===== config.mk =====
export PLATFORM = sky130hd
export DESIGN_NAME = csr_file_flat
export DESIGN_NICKNAME = d
export VERILOG_FILES = /design/src/rtl/csr_file_if.sv /design/src/rtl/csr_file.sv /design/src/flat_wrapper.sv
export SDC_FILE = /design/constraint.sdc
export NUM_CORES = 1
export LEC_CHECK = 0
export ABC_CLOCK_PERIOD_IN_PS = 11900
export BUFFER_PORTS_ARGS = -buffer_cell sky130_fd_sc_hd__clkbuf_2
export CAP_MARGIN = 20
export CORE_ASPECT_RATIO = 0.7
export CORE_MARGIN = 2
export CORE_UTILIZATION = 50
export CTS_CLUSTER_SIZE = 30
export DETAILED_ROUTE_END_ITERATION = 16
export PLACE_DENSITY = 0.71
export SLEW_MARGIN = 40
export SYNTH_ARGS = -nofsm -noshare
export SYNTH_HDL_FRONTEND = slang
export SYNTH_SLANG_ARGS = --single-unit

===== constraint.sdc =====
create_clock -name clk -period 11.9 [get_ports clk]
set_clock_uncertainty 0.2 [all_clocks]
set_input_delay 1.19 -clock clk [delete_from_list [all_inputs] [get_ports clk]]
set_output_delay 1.19 -clock clk [all_outputs]
set_load 0.05 [all_outputs]

===== src/rtl/csr_file_if.sv =====
// rtl/csr_file_if.sv - instruction-side bus between the core and the CSR unit
//
// Purpose: bundles the per-instruction CSR/trap controls driven by the core and
// the read data / PC redirect returned by the CSR unit.
// Signals:
//   instr_valid  core -> csr  an instruction is executing this cycle
//   csr_en       core -> csr  instruction is a Zicsr instruction
//   csr_funct3   core -> csr  Zicsr op (RW/RS/RC and immediate forms)
//   csr_addr     core -> csr  CSR address
//   rs1_idx      core -> csr  rs1 field / zero-extended uimm
//   rs1_data     core -> csr  register file rdata1
//   is_mret      core -> csr  instruction is mret
//   pc           core -> csr  PC of the current instruction
//   timer_irq    core -> csr  level timer interrupt request
//   csr_rdata    csr -> core  old CSR value for writeback
//   epc_taken    csr -> core  redirect fetch this cycle
//   epc          csr -> core  redirect target
interface csr_file_if;
  logic        instr_valid;
  logic        csr_en;
  logic [2:0]  csr_funct3;
  logic [11:0] csr_addr;
  logic [4:0]  rs1_idx;
  logic [31:0] rs1_data;
  logic        is_mret;
  logic [31:0] pc;
  logic        timer_irq;
  logic [31:0] csr_rdata;
  logic        epc_taken;
  logic [31:0] epc;

  modport master (
    output instr_valid, csr_en, csr_funct3, csr_addr, rs1_idx, rs1_data,
           is_mret, pc, timer_irq,
    input  csr_rdata, epc_taken, epc
  );

  modport slave (
    input  instr_valid, csr_en, csr_funct3, csr_addr, rs1_idx, rs1_data,
           is_mret, pc, timer_irq,
    output csr_rdata, epc_taken, epc
  );
endinterface


===== src/rtl/csr_file.sv =====
// rtl/csr_file.sv - machine-mode CSR unit with timer trap entry and mret
//
// Purpose: holds mstatus/mie/mtvec/mepc/mcause/mip/mcycle for a single-cycle
// RV32I core, executes Zicsr read-modify-writes, takes the machine timer
// interrupt and performs mret, producing the fetch redirect.
// Ports:
//   clk  in  core clock, all state updates on rising edge
//   rst  in  asynchronous active-high reset
//   bus  csr_file_if.slave  instruction controls in, csr_rdata/epc_taken/epc out
module csr_file #(
  parameter logic [31:0] MTVEC_RESET = 32'h0000_0000
) (
  input  logic       clk,
  input  logic       rst,
  csr_file_if.slave  bus
);

  localparam logic [11:0] A_MSTATUS = 12'h300;
  localparam logic [11:0] A_MIE     = 12'h304;
  localparam logic [11:0] A_MTVEC   = 12'h305;
  localparam logic [11:0] A_MEPC    = 12'h341;
  localparam logic [11:0] A_MCAUSE  = 12'h342;
  localparam logic [11:0] A_MIP     = 12'h344;
  localparam logic [11:0] A_MCYCLE  = 12'hB00;
  localparam logic [11:0] A_MCYCLEH = 12'hB80;

  logic        r_mie;
  logic        r_mpie;
  logic        r_mtie;
  logic        r_mtip;
  logic [31:0] r_mtvec;   // bit 1 always held at 0
  logic [31:0] r_mepc;    // bits [1:0] always held at 0
  logic [31:0] r_mcause;
  logic [63:0] r_mcycle;

  logic [31:0] w_mstatus;
  logic [31:0] w_old;
  logic [31:0] w_src;
  logic [31:0] w_new;
  logic        w_op_ok;
  logic        w_irq_take;
  logic        w_mret;
  logic        w_wen;
  logic [31:0] w_trap_vec;
  logic [63:0] w_cyc_inc;
  logic [63:0] w_cyc_next;

  // MPP is hardwired to machine mode.
  assign w_mstatus = {19'b0, 2'b11, 3'b0, r_mpie, 3'b0, r_mie, 3'b0};

  always_comb begin
    w_old = 32'h0;
    case (bus.csr_addr)
      A_MSTATUS: w_old = w_mstatus;
      A_MIE:     w_old = {24'b0, r_mtie, 7'b0};
      A_MTVEC:   w_old = r_mtvec;
      A_MEPC:    w_old = r_mepc;
      A_MCAUSE:  w_old = r_mcause;
      A_MIP:     w_old = {24'b0, r_mtip, 7'b0};
      A_MCYCLE:  w_old = r_mcycle[31:0];
      A_MCYCLEH: w_old = r_mcycle[63:32];
      default:   w_old = 32'h0;
    endcase
  end

  assign w_src = bus.csr_funct3[2] ? {27'b0, bus.rs1_idx} : bus.rs1_data;

  always_comb begin
    w_new = w_old;
    case (bus.csr_funct3[1:0])
      2'b01:   w_new = w_src;
      2'b10:   w_new = w_old | w_src;
      2'b11:   w_new = w_old & ~w_src;
      default: w_new = w_old;
    endcase
  end

  // Set/clear forms with x0/uimm=0 are pure reads; funct3 x00 is not a CSR op.
  assign w_op_ok = (bus.csr_funct3[1:0] == 2'b01) ||
                   ((bus.csr_funct3[1:0] != 2'b00) && (bus.rs1_idx != 5'd0));

  assign w_irq_take = bus.instr_valid & r_mie & r_mtie & r_mtip;
  assign w_mret     = bus.instr_valid & bus.is_mret & ~w_irq_take;
  // mret beats a simultaneous CSR write.
  assign w_wen      = bus.instr_valid & bus.csr_en & ~w_irq_take & ~bus.is_mret & w_op_ok;

  // Vectored mode jumps to the timer-interrupt slot (cause 7 -> +28).
  assign w_trap_vec = r_mtvec[0] ? ((r_mtvec & 32'hFFFF_FFFC) + 32'd28)
                                 : (r_mtvec & 32'hFFFF_FFFC);

  assign bus.csr_rdata = w_old;
  assign bus.epc_taken = ~rst & (w_irq_take | w_mret);
  assign bus.epc       = rst        ? 32'h0 :
                         w_irq_take ? w_trap_vec :
                         w_mret     ? r_mepc : 32'h0;

  // A write to one half overrides only that half; the other keeps counting.
  assign w_cyc_inc  = r_mcycle + 64'd1;
  assign w_cyc_next = {(w_wen && bus.csr_addr == A_MCYCLEH) ? w_new : w_cyc_inc[63:32],
                       (w_wen && bus.csr_addr == A_MCYCLE)  ? w_new : w_cyc_inc[31:0]};

  always_ff @(posedge clk or posedge rst) begin
    if (rst) begin
      r_mie    <= 1'b0;
      r_mpie   <= 1'b0;
      r_mtie   <= 1'b0;
      r_mtip   <= 1'b0;
      r_mtvec  <= MTVEC_RESET & 32'hFFFF_FFFD;
      r_mepc   <= 32'h0;
      r_mcause <= 32'h0;
      r_mcycle <= 64'h0;
    end else begin
      r_mtip   <= bus.timer_irq;
      r_mcycle <= w_cyc_next;
      if (w_irq_take) begin
        r_mepc   <= bus.pc & 32'hFFFF_FFFC;
        r_mcause <= 32'h8000_0007;
        r_mpie   <= r_mie;
        r_mie    <= 1'b0;
      end else if (w_mret) begin
        r_mie  <= r_mpie;
        r_mpie <= 1'b1;
      end else if (w_wen) begin
        case (bus.csr_addr)
          A_MSTATUS: begin
            r_mie  <= w_new[3];
            r_mpie <= w_new[7];
          end
          A_MIE:    r_mtie   <= w_new[7];
          A_MTVEC:  r_mtvec  <= w_new & 32'hFFFF_FFFD;
          A_MEPC:   r_mepc   <= w_new & 32'hFFFF_FFFC;
          A_MCAUSE: r_mcause <= w_new;
          default: ;
        endcase
      end
    end
  end

endmodule


===== src/flat_wrapper.sv =====
// flat-port wrapper written by rule: the top's interface ports become plain ports
module csr_file_flat 
#(
  parameter logic [31:0] MTVEC_RESET = 32'h0000_0000
)
  (clk, rst, bus_instr_valid, bus_csr_en, bus_csr_funct3, bus_csr_addr, bus_rs1_idx, bus_rs1_data, bus_is_mret, bus_pc, bus_timer_irq, bus_csr_rdata, bus_epc_taken, bus_epc);
  csr_file_if bus_i ();
  input  logic clk;
  input  logic rst;
  input wire logic [$bits(bus_i.instr_valid)-1:0] bus_instr_valid;
  input wire logic [$bits(bus_i.csr_en)-1:0] bus_csr_en;
  input wire logic [$bits(bus_i.csr_funct3)-1:0] bus_csr_funct3;
  input wire logic [$bits(bus_i.csr_addr)-1:0] bus_csr_addr;
  input wire logic [$bits(bus_i.rs1_idx)-1:0] bus_rs1_idx;
  input wire logic [$bits(bus_i.rs1_data)-1:0] bus_rs1_data;
  input wire logic [$bits(bus_i.is_mret)-1:0] bus_is_mret;
  input wire logic [$bits(bus_i.pc)-1:0] bus_pc;
  input wire logic [$bits(bus_i.timer_irq)-1:0] bus_timer_irq;
  output wire logic [$bits(bus_i.csr_rdata)-1:0] bus_csr_rdata;
  output wire logic [$bits(bus_i.epc_taken)-1:0] bus_epc_taken;
  output wire logic [$bits(bus_i.epc)-1:0] bus_epc;
  assign bus_i.instr_valid = bus_instr_valid;
  assign bus_i.csr_en = bus_csr_en;
  assign bus_i.csr_funct3 = bus_csr_funct3;
  assign bus_i.csr_addr = bus_csr_addr;
  assign bus_i.rs1_idx = bus_rs1_idx;
  assign bus_i.rs1_data = bus_rs1_data;
  assign bus_i.is_mret = bus_is_mret;
  assign bus_i.pc = bus_pc;
  assign bus_i.timer_irq = bus_timer_irq;
  assign bus_csr_rdata = bus_i.csr_rdata;
  assign bus_epc_taken = bus_i.epc_taken;
  assign bus_epc = bus_i.epc;
  csr_file #(.MTVEC_RESET(MTVEC_RESET)) u_core (.clk(clk), .rst(rst), .bus(bus_i));
endmodule

Word-level counts from Yosys, hierarchy flattened --
Cells that the tools add are included.
Storage, ports and cells: bits of input ports 90, register bits 163, logic and storage cells 81, output and inout port bits 65
Operators by class: equal/unequal tests 12, muxes and demuxes 25, bitwise logic cells 18, reductions and logical operators 16, add/sub/neg operators 2
Operators with widths (count):
- $mux 32 | 15
- $pmux 32 s8 | 1
- $pmux 32 s3 | 1
- $eq 12x10->1 const B | 6
- $add 64x1->64 const B | 1
- $add 32x5->32 const B | 1
- $and 32x32->32 | 1
- $not 32->32 | 1
- $or 32x32->32 | 1
- $eq 12x12->1 const B | 2
- $and 1x1->1 | 10
- $mux 1 | 8
- $reduce_and 4->1 | 2
- $reduce_bool 2->1 | 4
- $reduce_and 3->1 | 2
- $reduce_bool 3->1 | 2
- $reduce_bool 5->1 | 1
- $eq 2x2->1 const B | 2
- $not 1->1 | 4
- $logic_and 1x1->1 | 3
- $eq 2x1->1 const B | 1
- $ne 2x1->1 const B | 1
- $reduce_and 2->1 | 1
- $logic_or 1x1->1 | 1
- $or 1x1->1 | 1

Logic depth before layout (Yosys ltp) --
Gate-level depths: netlist of run 1.
word-level depth 10, gate-level depth with buffers 10, depth with buffers taken out 8

Least setup slack after synthesis of run 1 --
OpenSTA, ideal clock, no wires.
path type input port to output port, start point input port rst, end point output port bus_epc[21], path slack 4350 ps, arrival 6160 ps, path buffers 1, required time 10510 ps, cell stages on the path 4, cell sequence inv_1 > nand2_1 > clkbuf_1 > o21ai_0
On the way: word-level cells in the longest chain between the ends 1
RTL lines:
- start: declaration | line flat_wrapper.sv:9 | input logic rst;
- $mux 32 | line csr_file.sv:93 | assign bus.epc = rst ? 32'h0 :
- end: declaration | line flat_wrapper.sv:21 | output wire logic [$bits(bus_i.epc)-1:0] bus_epc;
Every way passes these cells.

Worst setup path after layout of run 1 --
start point register u_core.r_mtvec[6], end point output port bus_epc[31]
On the way: word-level cells in the longest chain between the ends 4
RTL lines:
- start: declaration | line csr_file.sv:31 | logic [31:0] r_mtvec;
- start signal: assignment | line csr_file.sv:108 | r_mtvec <= MTVEC_RESET & 32'hFFFF_FFFD;
- start signal: assignment | line csr_file.sv:130 | A_MTVEC: r_mtvec <= w_new & 32'hFFFF_FFFD;
- $add 32x5->32 | line csr_file.sv:88 | assign w_trap_vec = r_mtvec[0] ? ((r_mtvec & 32'hFFFF_FFFC) + 32'd28)
- $mux 32 | line csr_file.sv:88
- $mux 32 | line csr_file.sv:94 | w_irq_take ? w_trap_vec :
- $mux 32 | line csr_file.sv:93
Every way passes these cells.

==> results of run 1 <==
## cell usage in the layout (no fill, tap or decap), drive strengths merged, types with 3 or more instances in the layout
| cell | Yosys | layout |
|---|---|---|
| o211ai | 4 | 4 |
| and4 | 12 | 12 |
| xnor2 | 70 | 70 |
| and3 | 12 | 12 |
| a32oi | 26 | 26 |
| a22oi | 63 | 63 |
| nor2b | 11 | 11 |
| or2 | 4 | 4 |
| xor2 | 48 | 48 |
| a31oi | 6 | 6 |
| mux2i | 51 | 51 |
| nand2 | 144 | 144 |
| dfrtp | 161 | 161 |
| nand4b | 3 | 3 |
| nand2b | 22 | 22 |
| nand4 | 31 | 31 |
| a211oi | 3 | 3 |
| nor3 | 21 | 21 |
| o21ai | 149 | 149 |
| nor4 | 16 | 16 |
| nand3 | 77 | 77 |
| clkbuf | 48 | 168 |
| mux2 | 27 | 27 |
| buf | 42 | 21 |
| a21oi | 10 | 10 |
| o22ai | 22 | 22 |
| or3 | 5 | 5 |
| nor2 | 63 | 63 |
| nand3b | 10 | 10 |
| and2 | 7 | 7 |
| inv | 18 | 21 |
| clkinv | 0 | 6 |
## synthesized netlist by cell type, types with 9 or more instances
master,count
sky130_fd_sc_hd__dfrtp_1,161
sky130_fd_sc_hd__nand2_1,132
sky130_fd_sc_hd__o21ai_1,82
sky130_fd_sc_hd__nand3_1,75
sky130_fd_sc_hd__xnor2_1,70
sky130_fd_sc_hd__nor2_1,62
sky130_fd_sc_hd__o21ai_0,59
sky130_fd_sc_hd__a22oi_1,53
sky130_fd_sc_hd__mux2i_1,51
sky130_fd_sc_hd__clkbuf_1,48
sky130_fd_sc_hd__xor2_1,48
sky130_fd_sc_hd__nand4_1,30
sky130_fd_sc_hd__buf_2,27
sky130_fd_sc_hd__mux2_2,27
sky130_fd_sc_hd__a32oi_1,26
sky130_fd_sc_hd__nand2b_1,22
sky130_fd_sc_hd__nor3_1,20
sky130_fd_sc_hd__inv_1,18
sky130_fd_sc_hd__o22ai_2,13
sky130_fd_sc_hd__and3_1,12
sky130_fd_sc_hd__nand2_2,12
sky130_fd_sc_hd__nor4_1,12
sky130_fd_sc_hd__and4_1,11
sky130_fd_sc_hd__nor2b_1,11
sky130_fd_sc_hd__a22oi_2,10
sky130_fd_sc_hd__nand3b_1,10
sky130_fd_sc_hd__a21oi_1,9
sky130_fd_sc_hd__o22ai_1,9
## critical path: cells and delay by family (launching register included)
kind / cells / cell delay, ns
AND/OR/NAND/NOR: 4 / 1.95
flip-flops: 1 / 0.53
AO/OA/AOI/OAI: 1 / 0.47
buffers and inverters: 1 / 0.38
XOR/XNOR: 1 / 0.10
## metal layers
layer	vias up	global-route usage	share of wire
met2	555	0.441	0.40
met4	0	0.0870	0.020
met3	57	0.0879	0.11
met5	-	0	0
li1	4598	-	-
met1	5082	0.498	0.46
## worst max path at each step
stage                      startpoint          end
floorplan                         rst  bus_epc[21]
global placement                  rst  bus_epc[31]
detailed placement                rst  bus_epc[31]
CTS                               rst  bus_epc[31]
global route        u_core.r_mtvec[6]  bus_epc[31]
finish              u_core.r_mtvec[6]  bus_epc[31]
## sequential cells by signal, summed over array words and instances, names as in the netlist
register         flops
u_core.r_mcause     32
u_core.r_mcycle     64
u_core.r_mepc       30
u_core.r_mie         1
u_core.r_mpie        1
u_core.r_mtie        1
u_core.r_mtip        1
u_core.r_mtvec      31
## report_power, final
part	internal, W	switching, W	leakage, nW
Sequential	0.000556	0.0000151	2.00
Combinational	0.0000482	0.0000815	2.93
Clock	0.000324	0.000245	0.291
Total	0.000928	0.000341	5.21
## cell families after synthesis
group           synth area share
mux                       0.0755
flops                      0.374
fa+ha+maj                0.00232
simple gates               0.218
buf+inv                   0.0478
xor+xnor                  0.0958
other cells             0.000348
compound gates             0.186
## cell type report
| type | instances | area, um2 |
|---|---|---|
| multi-input combinational | 941 | 6280 |
| tap | 276 | 345 |
| clock buffer | 19 | 453 |
| clock inverter | 13 | 150 |
| timing repair buffer | 170 | 905 |
| sequential | 161 | 4030 |
| inverter | 18 | 75.1 |
| fill | 1900 | 8680 |
## metrics by stage
step                      hold WS [ns]  setup WS (ns)  area, um2  instances
after floorplan                  0.266           4.35      10800       1210
after global placement           0.286           6.74      11600       1565
after detailed placement         0.295           6.71      11600       1565
after CTS                        0.309           6.70      12200       1597
after global routing             0.336           6.56      12200       1598
final                            0.310           6.62      12200       1598
==> impl_metrics.csv, run 1 <==
group,metric,value,unit
outcome,outcome,"complete, no violations",
timing,totalNegativeSetupSlack,0,ns
layout,area_delta_synth_final,13.5,%
timing,min_period,5.28,ns
floorplan,ioPinCount,155,
clock_tree,clk_pin_slew_worst_paths,0.07,ns
placed_design,port_buffers,150,
critical_path,crit_arrival,3.89,ns
hold_path,timing.hold.worst.start,"u_core.r_mcause[14]",
grt,global_route.overflow_total,0,
grt,first_global_vias,9668,
yosys,netlist.area_leader.share,0.374,
yosys,synth_area_leader_cell,"sky130_fd_sc_hd__dfrtp_1",
clock_tree,cts-root-to-sink-buffers,2,
floorplan,row_count,44,
floorplan,dieArea,22800,um2
floorplan,die-height,127,um
critical_path,ff2ff_setup_slack,8.29,ns
grt,number_of_antenna_violations_at_the_first_check_in_global_routing,0,
drt,post-route-drc-count,0,
yosys,synth-async-reset-ratio,1.00,
clock_tree,total_cts_buffers,17,
hold_path,hp-class,"flip-flop to flip-flop",
yosys,yosysSeqAreaShare,0.374,
drt,detail_route.iter0.violations,1329,
clock_tree,tritoncts_num_sinks,161,
critical_path,critPathRequiredTime,10.51,ns
timing,rsz0062_at_grt,"no",
yosys,synth_area_per_cell,8.92,um2
clock_tree,post_cts_hold_buffer_count,0,
clock_tree,cts_resized,0,
clock_tree,clk_latency,0.44,ns
timing,timing_hold_violations_final,0,
layout,drive_above_1_share,0.227,
clock_tree,post_cts.repair.setup_buffers,0,
yosys,netlist-cell-type-count,70,
power,power.density,104,nW/um2
layout,design.final.nets,1401,
drt,drt_wl_total,36800,um
critical_path,cp_startpoint_kind,"flip-flop",
timing,fmax,190,MHz
timing,layout_worst_path_cycle_share,0.443,
yosys,synth.area.top_cells,"sky130_fd_sc_hd__dfrtp_1 (37%), sky130_fd_sc_hd__xnor2_1 (5.7%), sky130_fd_sc_hd__mux2i_1 (4.7%)",
critical_path,critPathMaxFanout,8,
grt,total_routing_usage_gr,0.324,
critical_path,crit_path_cell_trace,"nand4_1 -> nor4_2 -> nand4_1 -> nor3_1 -> xnor2_1 -> o21ai_0 -> clkbuf_2",
timing,max_slew.worst_pin.slew,0.836,ns
layout,insertedDiodeCount,0,
floorplan,core-area,20900,um2
timing,setup-violations-final,0,
timing,timing.slew.headroom,0.439,
yosys,post_syn_instances,1209,
critical_path,timing.critical_path.to_type,"output pin",
grt,grt_max_degree,93,
critical_path,worst_path_max_delay_cell,"sky130_fd_sc_hd__nor4_2",
hold_path,hold_path_end,"u_core.r_mcause[14]",
floorplan,fp.dieW,180,um
power,totalPowerFinal,0.00127,W
drt,drt_pre_antenna_iters,8,
floorplan,initial_core_util,0.515,
yosys,yosys_most_used_dff,"sky130_fd_sc_hd__dfrtp_1",
placed_design,gp_routability_congestion,0.922,
critical_path,cpMostUsedCell,"sky130_fd_sc_hd__nand4_1",
flow_run,cap_violations,0,
layout,finalCoreUtilization,0.585,
critical_path,r2r-end,"u_core.r_mcause[26]",
clock_tree,cts_max_level,4,
placed_design,place.detailed.hpwl,26000,um
critical_path,worst-r2r-cell-count,8,
drt,route.vias.total,10292,
yosys,synth_edf_count,0,
grt,grt_first_pass_wirelength,57400,um
power,static_leakage,5.21,nW
critical_path,crit-reg2reg-launch,"u_core.r_mtie",
yosys,syn-cell-area,10800,um2
clock_tree,cts-root-buf,"sky130_fd_sc_hd__clkbuf_16",
critical_path,criticalPathCategory,"flip-flop to output pin",
hold_path,whs_path_depth,2,
critical_path,cp_slowest_stage_delay,0.70,ns
timing,final-max-slew-violation-count,0,
drt,drt.antenna.violating_nets,0,
drt,routed_wire_length_per_instance,23.0,um
yosys,synth.ff_latch_count,161,
power,max-vdd-ir-drop,0.0000789,V
yosys,number_of_warnings_printed_during_yosys_synthesis,0,
clock_tree,tritoncts,"built",
drt,viasPerCell,6.44,
Note: power is estimated with default switching activity, not from simulation.
==> inputs of run 2 (changes only) <==
Settings changed: ABC_CLOCK_PERIOD_IN_PS 11900 to 5300.
Clock period 11.9 ns to 5.3 ns, I/O delays scaled along.
==> run 2 against run 1 <==
Against the previous run:
- die area is the same
- wire length is essentially flat
- sequential power grew 120%
- utilization grew 0.24 points
- cell count grew 0.25%
- first-iteration DRC count grew 0.53%
- critical path type unchanged
- largest cell class unchanged
- largest power group is now the clock network
- highest routed layer unchanged
==> impl_metrics.csv, run 2 (synthesized netlist as in run 1, its figures left out) <==
group,metric,value,unit
grt,grt_first_pass_wirelength,57500,um
placed_design,place.detailed.hpwl,25900,um
power,max-vdd-ir-drop,0.000221,V
floorplan,dieArea,22800,um2
critical_path,worst_setup_path_endpoint,"bus_epc[31]",
layout,design.final.nets,1405,
flow_run,cap_violations,0,
drt,drt_pre_antenna_iters,6,
clock_tree,cts-root-to-sink-buffers,2,
clock_tree,cts-root-buf,"sky130_fd_sc_hd__clkbuf_16",
critical_path,crit_path_cell_trace,"nand4_1 -> nor4_2 -> nand4_1 -> nor3_1 -> xnor2_1 -> o21ai_0 -> clkbuf_2",
layout,layout.cells.non_filler,1602,
timing,layout_worst_path_cycle_share,0.822,
timing,timing_hold_violations_final,0,
clock_tree,tritoncts_num_sinks,161,
critical_path,crit-reg2reg-launch,"u_core.r_mtie",
layout,finalCoreUtilization,0.587,
power,static_leakage,5.24,nW
floorplan,fp.dieW,180,um
clock_tree,total_cts_buffers,17,
timing,rsz0062_at_grt,"no",
drt,post-route-drc-count,0,
layout,final_common_cell,"sky130_fd_sc_hd__dfrtp_1",
layout,top_regs,"u_core.r_mcycle (64), u_core.r_mcause (32), u_core.r_mtvec (31)",
drt,route.vias.total,10267,
drt,viasPerCell,6.41,
critical_path,startpoint,"u_core.r_mtvec[7]",
placed_design,dpl.cell_count,1569,
critical_path,cp_startpoint_kind,"flip-flop",
critical_path,cp_slowest_stage_delay,0.68,ns
grt,global_route.overflow_total,0,
critical_path,worst-r2r-cell-count,7,
placed_design,gp_routability_congestion,0.914,
drt,routed_wire_length_per_instance,23.0,um
clock_tree,tritoncts,"built",
timing,tightest_hold_margin,0.147,ns
layout,register_area,4030,um2
layout,nFillCells,1830,
critical_path,critPathMaxFanout,8,
clock_tree,cts_resized,0,
critical_path,r2r-end,"u_core.r_mcause[12]",
critical_path,worst_path_max_delay_cell,"sky130_fd_sc_hd__nor4_2",
placed_design,port_buffers,150,
timing,totalNegativeSetupSlack,0,ns
timing,fmax,230,MHz
grt,first_global_vias,9876,
drt,drt_wl_total,36900,um
timing,max_slew.worst_pin.slew,0.868,ns
clock_tree,post_cts.repair.setup_buffers,0,
power,power.density,234,nW/um2
layout,mostFrequentLayoutCells,"sky130_fd_sc_hd__dfrtp_1 (161), sky130_fd_sc_hd__clkbuf_2 (150), sky130_fd_sc_hd__nand2_1 (132), sky130_fd_sc_hd__o21ai_1 (82), sky130_fd_sc_hd__nand3_1 (73)",
layout,regMostFlops,"u_core.r_mcycle",
critical_path,timing.critical_path.to_type,"output pin",
timing,setup-violations-final,0,
clock_tree,post_cts_hold_buffer_count,1,
grt,number_of_antenna_violations_at_the_first_check_in_global_routing,0,
critical_path,critPathRequiredTime,4.57,ns
clock_tree,clk_pin_slew_worst_paths,0.07,ns
outcome,outcome,"complete, no violations",
critical_path,crit_arrival,3.63,ns
critical_path,criticalPathCategory,"flip-flop to output pin",
layout,largest_register_ff_count,64,
timing,min_period,4.36,ns
timing,timing.slew.headroom,0.421,
timing,final-max-slew-violation-count,0,
drt,drt.antenna.violating_nets,0,
floorplan,initial_core_util,0.515,
clock_tree,clk_latency,0.43,ns
hold_path,hp-class,"input port to flip-flop",
floorplan,core-area,20900,um2
power,totalPowerFinal,0.00287,W
floorplan,row_count,44,
drt,detail_route.iter0.violations,1336,
critical_path,cpMostUsedCell,"sky130_fd_sc_hd__nand4_1",
layout,multi_input_area,6280,um2
layout,area_delta_synth_final,13.9,%
grt,grt_max_degree,83,
layout,insertedDiodeCount,0,
floorplan,die-height,127,um
clock_tree,cts_max_level,4,
floorplan,ioPinCount,155,
grt,total_routing_usage_gr,0.324,
critical_path,ff2ff_setup_slack,1.88,ns
layout,drive_above_1_share,0.229,
[run 2: critical path, delay by kind of cell (launching register included)]
family	cells	cell delay [ns]
xor+xnor	1	0.10
compound gates	1	0.34
simple gates	4	1.86
buf+inv	1	0.36
flops	1	0.53
[run 2: metrics by stage]
step	setup slack, ns	instance area [um2]
2_1_floorplan	0.469	10800
3_3_place_gp	1.42	11600
3_5_place_dp	1.57	11700
4_1_cts	1.10	12300
5_1_grt	0.787	12300
6_report	0.943	12300
[run 2: per-layer routing]
layer / track usage / up-vias / share of wire / wire (um)
li1: - / 4599 / - / -
met1: 0.501 / 4992 / 0.46 / 16800
met2: 0.435 / 625 / 0.40 / 14900
met3: 0.0962 / 51 / 0.12 / 4560
met4: 0.0765 / 0 / 0.017 / 614
met5: 0 / - / 0 / 0
[run 2: final cells by class]
class | instances | area share
multi-input combinational | 941 | 0.512
sequential | 161 | 0.328
timing repair buffer | 174 | 0.0771
clock buffer | 18 | 0.0357
tap | 276 | 0.0281
clock inverter | 14 | 0.0138
inverter | 18 | 0.00580
[run 2: how the worst min path moves through the flow]
stage / slack, ns / from / endpoint / cells after the start
floorplan: 0.27 / u_core.r_mcycle[0] / u_core.r_mcycle[0] / 1
global placement: 0.29 / u_core.r_mcause[30] / u_core.r_mcause[30] / 2
detailed placement: 0.29 / u_core.r_mcause[30] / u_core.r_mcause[30] / 2
CTS: 0.13 / bus_pc[12] / u_core.r_mepc[12] / 3
global route: 0.14 / bus_pc[12] / u_core.r_mepc[12] / 3
finish: 0.15 / bus_pc[11] / u_core.r_mepc[11] / 3
[run 2: report_power, final]
group / internal [W] / switching, W / total [W]
registers: 0.00125 / 0.0000315 / 0.00128
logic: 0.000110 / 0.000189 / 0.000299
clock network: 0.000725 / 0.000566 / 0.00129
total: 0.00208 / 0.000787 / 0.00287
==> inputs of run 3 (changes only) <==
Settings changed: ABC_AREA from default to 1, ABC_CLOCK_PERIOD_IN_PS 5300 to 3650, PLACE_DENSITY 0.71 to 0.73.
Clock period 5.3 ns to 3.65 ns, I/O delays scaled along.
==> run 3 against run 2 <==
Against the previous run:
- clock-buffer cell count rose by 1
- highest routed layer unchanged
- sequential share of layout area decreased by 5.2 points
- cell area up 19%
- flip-flop and latch count did not move
- utilization up 2.5 points
- wire length rose by 42%
- register-to-register slack worse by 1.2 ns
==> impl_metrics.csv, run 3 <==
group,metric,value,unit
drt,post-route-drc-count,0,
critical_path,critical_path.n_buffers_inverters,5,
yosys,synth_top_family_by_area,"simple AND/OR/NAND/NOR gates",
layout,final_common_cell,"sky130_fd_sc_hd__nand2_1",
grt,grt_max_degree,77,
drt,drt_pre_antenna_iters,6,
power,totalPowerFinal,0.00412,W
timing,min_period,3.47,ns
placed_design,gp_routability_congestion,1.01,
clock_tree,cts_max_level,4,
yosys,synth-async-reset-ratio,1.00,
layout,area_delta_synth_final,19.0,%
grt,first_global_vias,13039,
clock_tree,cts-root-buf,"sky130_fd_sc_hd__clkbuf_16",
yosys,compound_gate_fraction_of_synth_area,0.0995,
yosys,netlist-cell-type-count,49,
yosys,synth_edf_count,0,
layout,largest_register_ff_count,64,
layout,multi_input_area,7090,um2
critical_path,worst_setup_path_endpoint,"bus_epc[14]",
yosys,yosys_most_used_dff,"sky130_fd_sc_hd__dfrtp_1",
layout,insertedDiodeCount,0,
power,max-vdd-ir-drop,0.000348,V
grt,global_route.overflow_total,0,
layout,nFillCells,2345,
timing,max_slew.worst_pin.slew,0.793,ns
yosys,list_of_most_frequent_post_synthesis_cells,"sky130_fd_sc_hd__nand2_1 (692), sky130_fd_sc_hd__nor2_1 (209), sky130_fd_sc_hd__nand3_1 (187)",
power,static_leakage,7.29,nW
timing,layout_worst_path_cycle_share,0.950,
timing,final-max-slew-violation-count,0,
critical_path,ff2ff_setup_slack,0.73,ns
layout,drive_above_1_share,0.145,
drt,drt.antenna.violating_nets,0,
grt,total_routing_usage_gr,0.410,
placed_design,placed_cell_areas,13800,um2
hold_path,hp-class,"input port to flip-flop",
yosys,syn-cell-area,12300,um2
clock_tree,clk_pin_slew_worst_paths,0.07,ns
floorplan,die-height,135,um
critical_path,worst-r2r-cell-count,8,
critical_path,startpoint,"u_core.r_mtvec[2]",
clock_tree,cts_resized,0,
drt,detail_route.iter0.violations,2044,
layout,register_area,4030,um2
critical_path,r2r-end,"u_core.r_mcycle[37]",
floorplan,ioPinCount,155,
floorplan,initial_core_util,0.515,
critical_path,worst_path_max_delay_cell,"sky130_fd_sc_hd__nor2_1",
layout,design.final.nets,2201,
critical_path,timing.critical_path.to_type,"output pin",
timing,setup-violations-final,0,
yosys,yosysSeqAreaShare,0.328,
yosys,synth_area_leader_cell,"sky130_fd_sc_hd__dfrtp_1",
floorplan,fp.dieW,191,um
yosys,netlist.area_leader.share,0.328,
flow_run,cap_violations,0,
yosys,post_syn_instances,1959,
clock_tree,total_cts_buffers,17,
clock_tree,tritoncts,"built",
critical_path,cell_family_with_most_cp_delay,"compound AO/OA/AOI/OAI gates",
floorplan,core-area,23900,um2
clock_tree,clk_latency,0.46,ns
yosys,synth.ff_latch_count,161,
floorplan,dieArea,25900,um2
placed_design,port_buffers,150,
critical_path,cp_startpoint_kind,"flip-flop",
yosys,synth_area_per_cell,6.27,um2
critical_path,critPathRequiredTime,3.08,ns
yosys,synth.mux.area_fraction,0,
clock_tree,tritoncts_num_sinks,161,
critical_path,crit_arrival,2.90,ns
clock_tree,post_cts.repair.setup_buffers,0,
yosys,synth_xor_area_frac,0.0385,
placed_design,place.detailed.hpwl,39900,um
drt,drt_wl_total,52200,um
timing,timing_hold_violations_final,0,
layout,regMostFlops,"u_core.r_mcycle",
yosys,synth.area.top_cells,"sky130_fd_sc_hd__dfrtp_1 (33%), sky130_fd_sc_hd__nand2_1 (21%), sky130_fd_sc_hd__nand3_1 (7.6%)",
floorplan,row_count,47,
critical_path,crit-reg2reg-launch,"u_core.r_mcycle[33]",
timing,fmax,288,MHz
critical_path,critPathMaxFanout,6,
clock_tree,post_cts_hold_buffer_count,28,
critical_path,cpMostUsedCell,"sky130_fd_sc_hd__inv_1",
layout,top_regs,"u_core.r_mcycle (64), u_core.r_mcause (32), u_core.r_mtvec (31)",
yosys,number_of_warnings_printed_during_yosys_synthesis,0,
critical_path,criticalPathCategory,"flip-flop to output pin",
critical_path,crit_path_cell_trace,"inv_1 -> ha_1 -> inv_1 -> o21ai_0 -> nor2_1 -> inv_1 -> nor2_1 -> inv_1 -> o21ai_0 -> o211ai_1 -> a21oi_1 -> buf_12",
outcome,outcome,"complete, no violations",
critical_path,critical_path_cell_count,12,
timing,rsz0062_at_grt,"no",
yosys,yosys.area_share.adder,0.00204,
yosys,post-synth-top-count-cell,"sky130_fd_sc_hd__nand2_1",
drt,route.vias.total,14348,
layout,finalInstanceArea,14600,um2
yosys,post_synth_and_or_nand_nor_area_fraction,0.435,
drt,routed_wire_length_per_instance,21.4,um
power,power.density,281,nW/um2
drt,viasPerCell,5.88,
layout,mostFrequentLayoutCells,"sky130_fd_sc_hd__nand2_1 (692), sky130_fd_sc_hd__nor2_1 (204), sky130_fd_sc_hd__nand3_1 (187), sky130_fd_sc_hd__inv_1 (185), sky130_fd_sc_hd__dfrtp_1 (161)",
timing,timing.slew.headroom,0.467,
grt,grt_first_pass_wirelength,77800,um
timing,totalNegativeSetupSlack,0,ns
critical_path,cp_slowest_stage_delay,0.40,ns
grt,number_of_antenna_violations_at_the_first_check_in_global_routing,0,
clock_tree,cts-root-to-sink-buffers,2,
## run 3: routing by layer
layer	wire, um	GRT usage	part of all wire
met1	22300	0.602	0.43
met2	21100	0.582	0.40
met3	6750	0.0945	0.13
met4	2090	0.159	0.040
met5	0	0	0
## run 3: kinds of logic (layout without fill, tap and decap cells)
logic type,count (synthesis),after routing
AO/OA/AOI/OAI,216,216
XOR/XNOR,54,54
adder cells (fa/ha/maj),2,2
buffers and inverters,283,445
flip-flops,161,161
other,1,2
AND/OR/NAND/NOR,1242,1242
## run 3: layout make-up
type                       count  share of cell area
clock buffer                  19              0.0310
clock inverter                13             0.00693
inverter                     201              0.0524
multi-input combinational   1516               0.485
sequential                   161               0.275
tap                          318              0.0272
timing repair buffer         212               0.122
## run 3: per-stage QoR
step           setup slack (ns)  cells  utilization  hold WS, ns
6_report                  0.181   2440        0.613       0.0123
3_3_place_gp              0.804   2380        0.577        0.262
2_1_floorplan             0.749   1960            -        0.196
3_5_place_dp              0.712   2380        0.577        0.266
4_1_cts                   0.228   2440        0.612     0.000111
5_1_grt                  0.0229   2440        0.613       0.0253
## run 3: worst reg2reg max path, cell delays in order, from the launching register on
cell                      delay, ns
sky130_fd_sc_hd__dfrtp_1       0.52
sky130_fd_sc_hd__nand2_1       0.20
sky130_fd_sc_hd__nor3_1        0.65
sky130_fd_sc_hd__nand2_1       0.18
sky130_fd_sc_hd__nor2_1        0.57
sky130_fd_sc_hd__nand3_1       0.19
sky130_fd_sc_hd__xor2_1        0.18
sky130_fd_sc_hd__nand2_1       0.06
sky130_fd_sc_hd__nand2_1       0.06
## run 3: how the worst min path moves through the flow
stage / slack [ns] / depth (start not counted) / end / from
floorplan: 0.20 / 0 / u_core.r_mtip / bus_timer_irq
global placement: 0.26 / 2 / u_core.r_mcause[7] / u_core.r_mcause[7]
detailed placement: 0.27 / 2 / u_core.r_mcause[12] / u_core.r_mcause[12]
CTS: 0.0001 / 3 / u_core.r_mepc[8] / bus_pc[8]
global route: 0.03 / 3 / u_core.r_mepc[8] / bus_pc[8]
finish: 0.01 / 3 / u_core.r_mepc[8] / bus_pc[8]
## run 3: where the power goes
| group | switching [W] | internal, W |
|---|---|---|
| Sequential | 0.0000546 | 0.00182 |
| Clock | 0.000879 | 0.000921 |
| Combinational | 0.000299 | 0.000143 |
| Total | 0.00123 | 0.00288 |
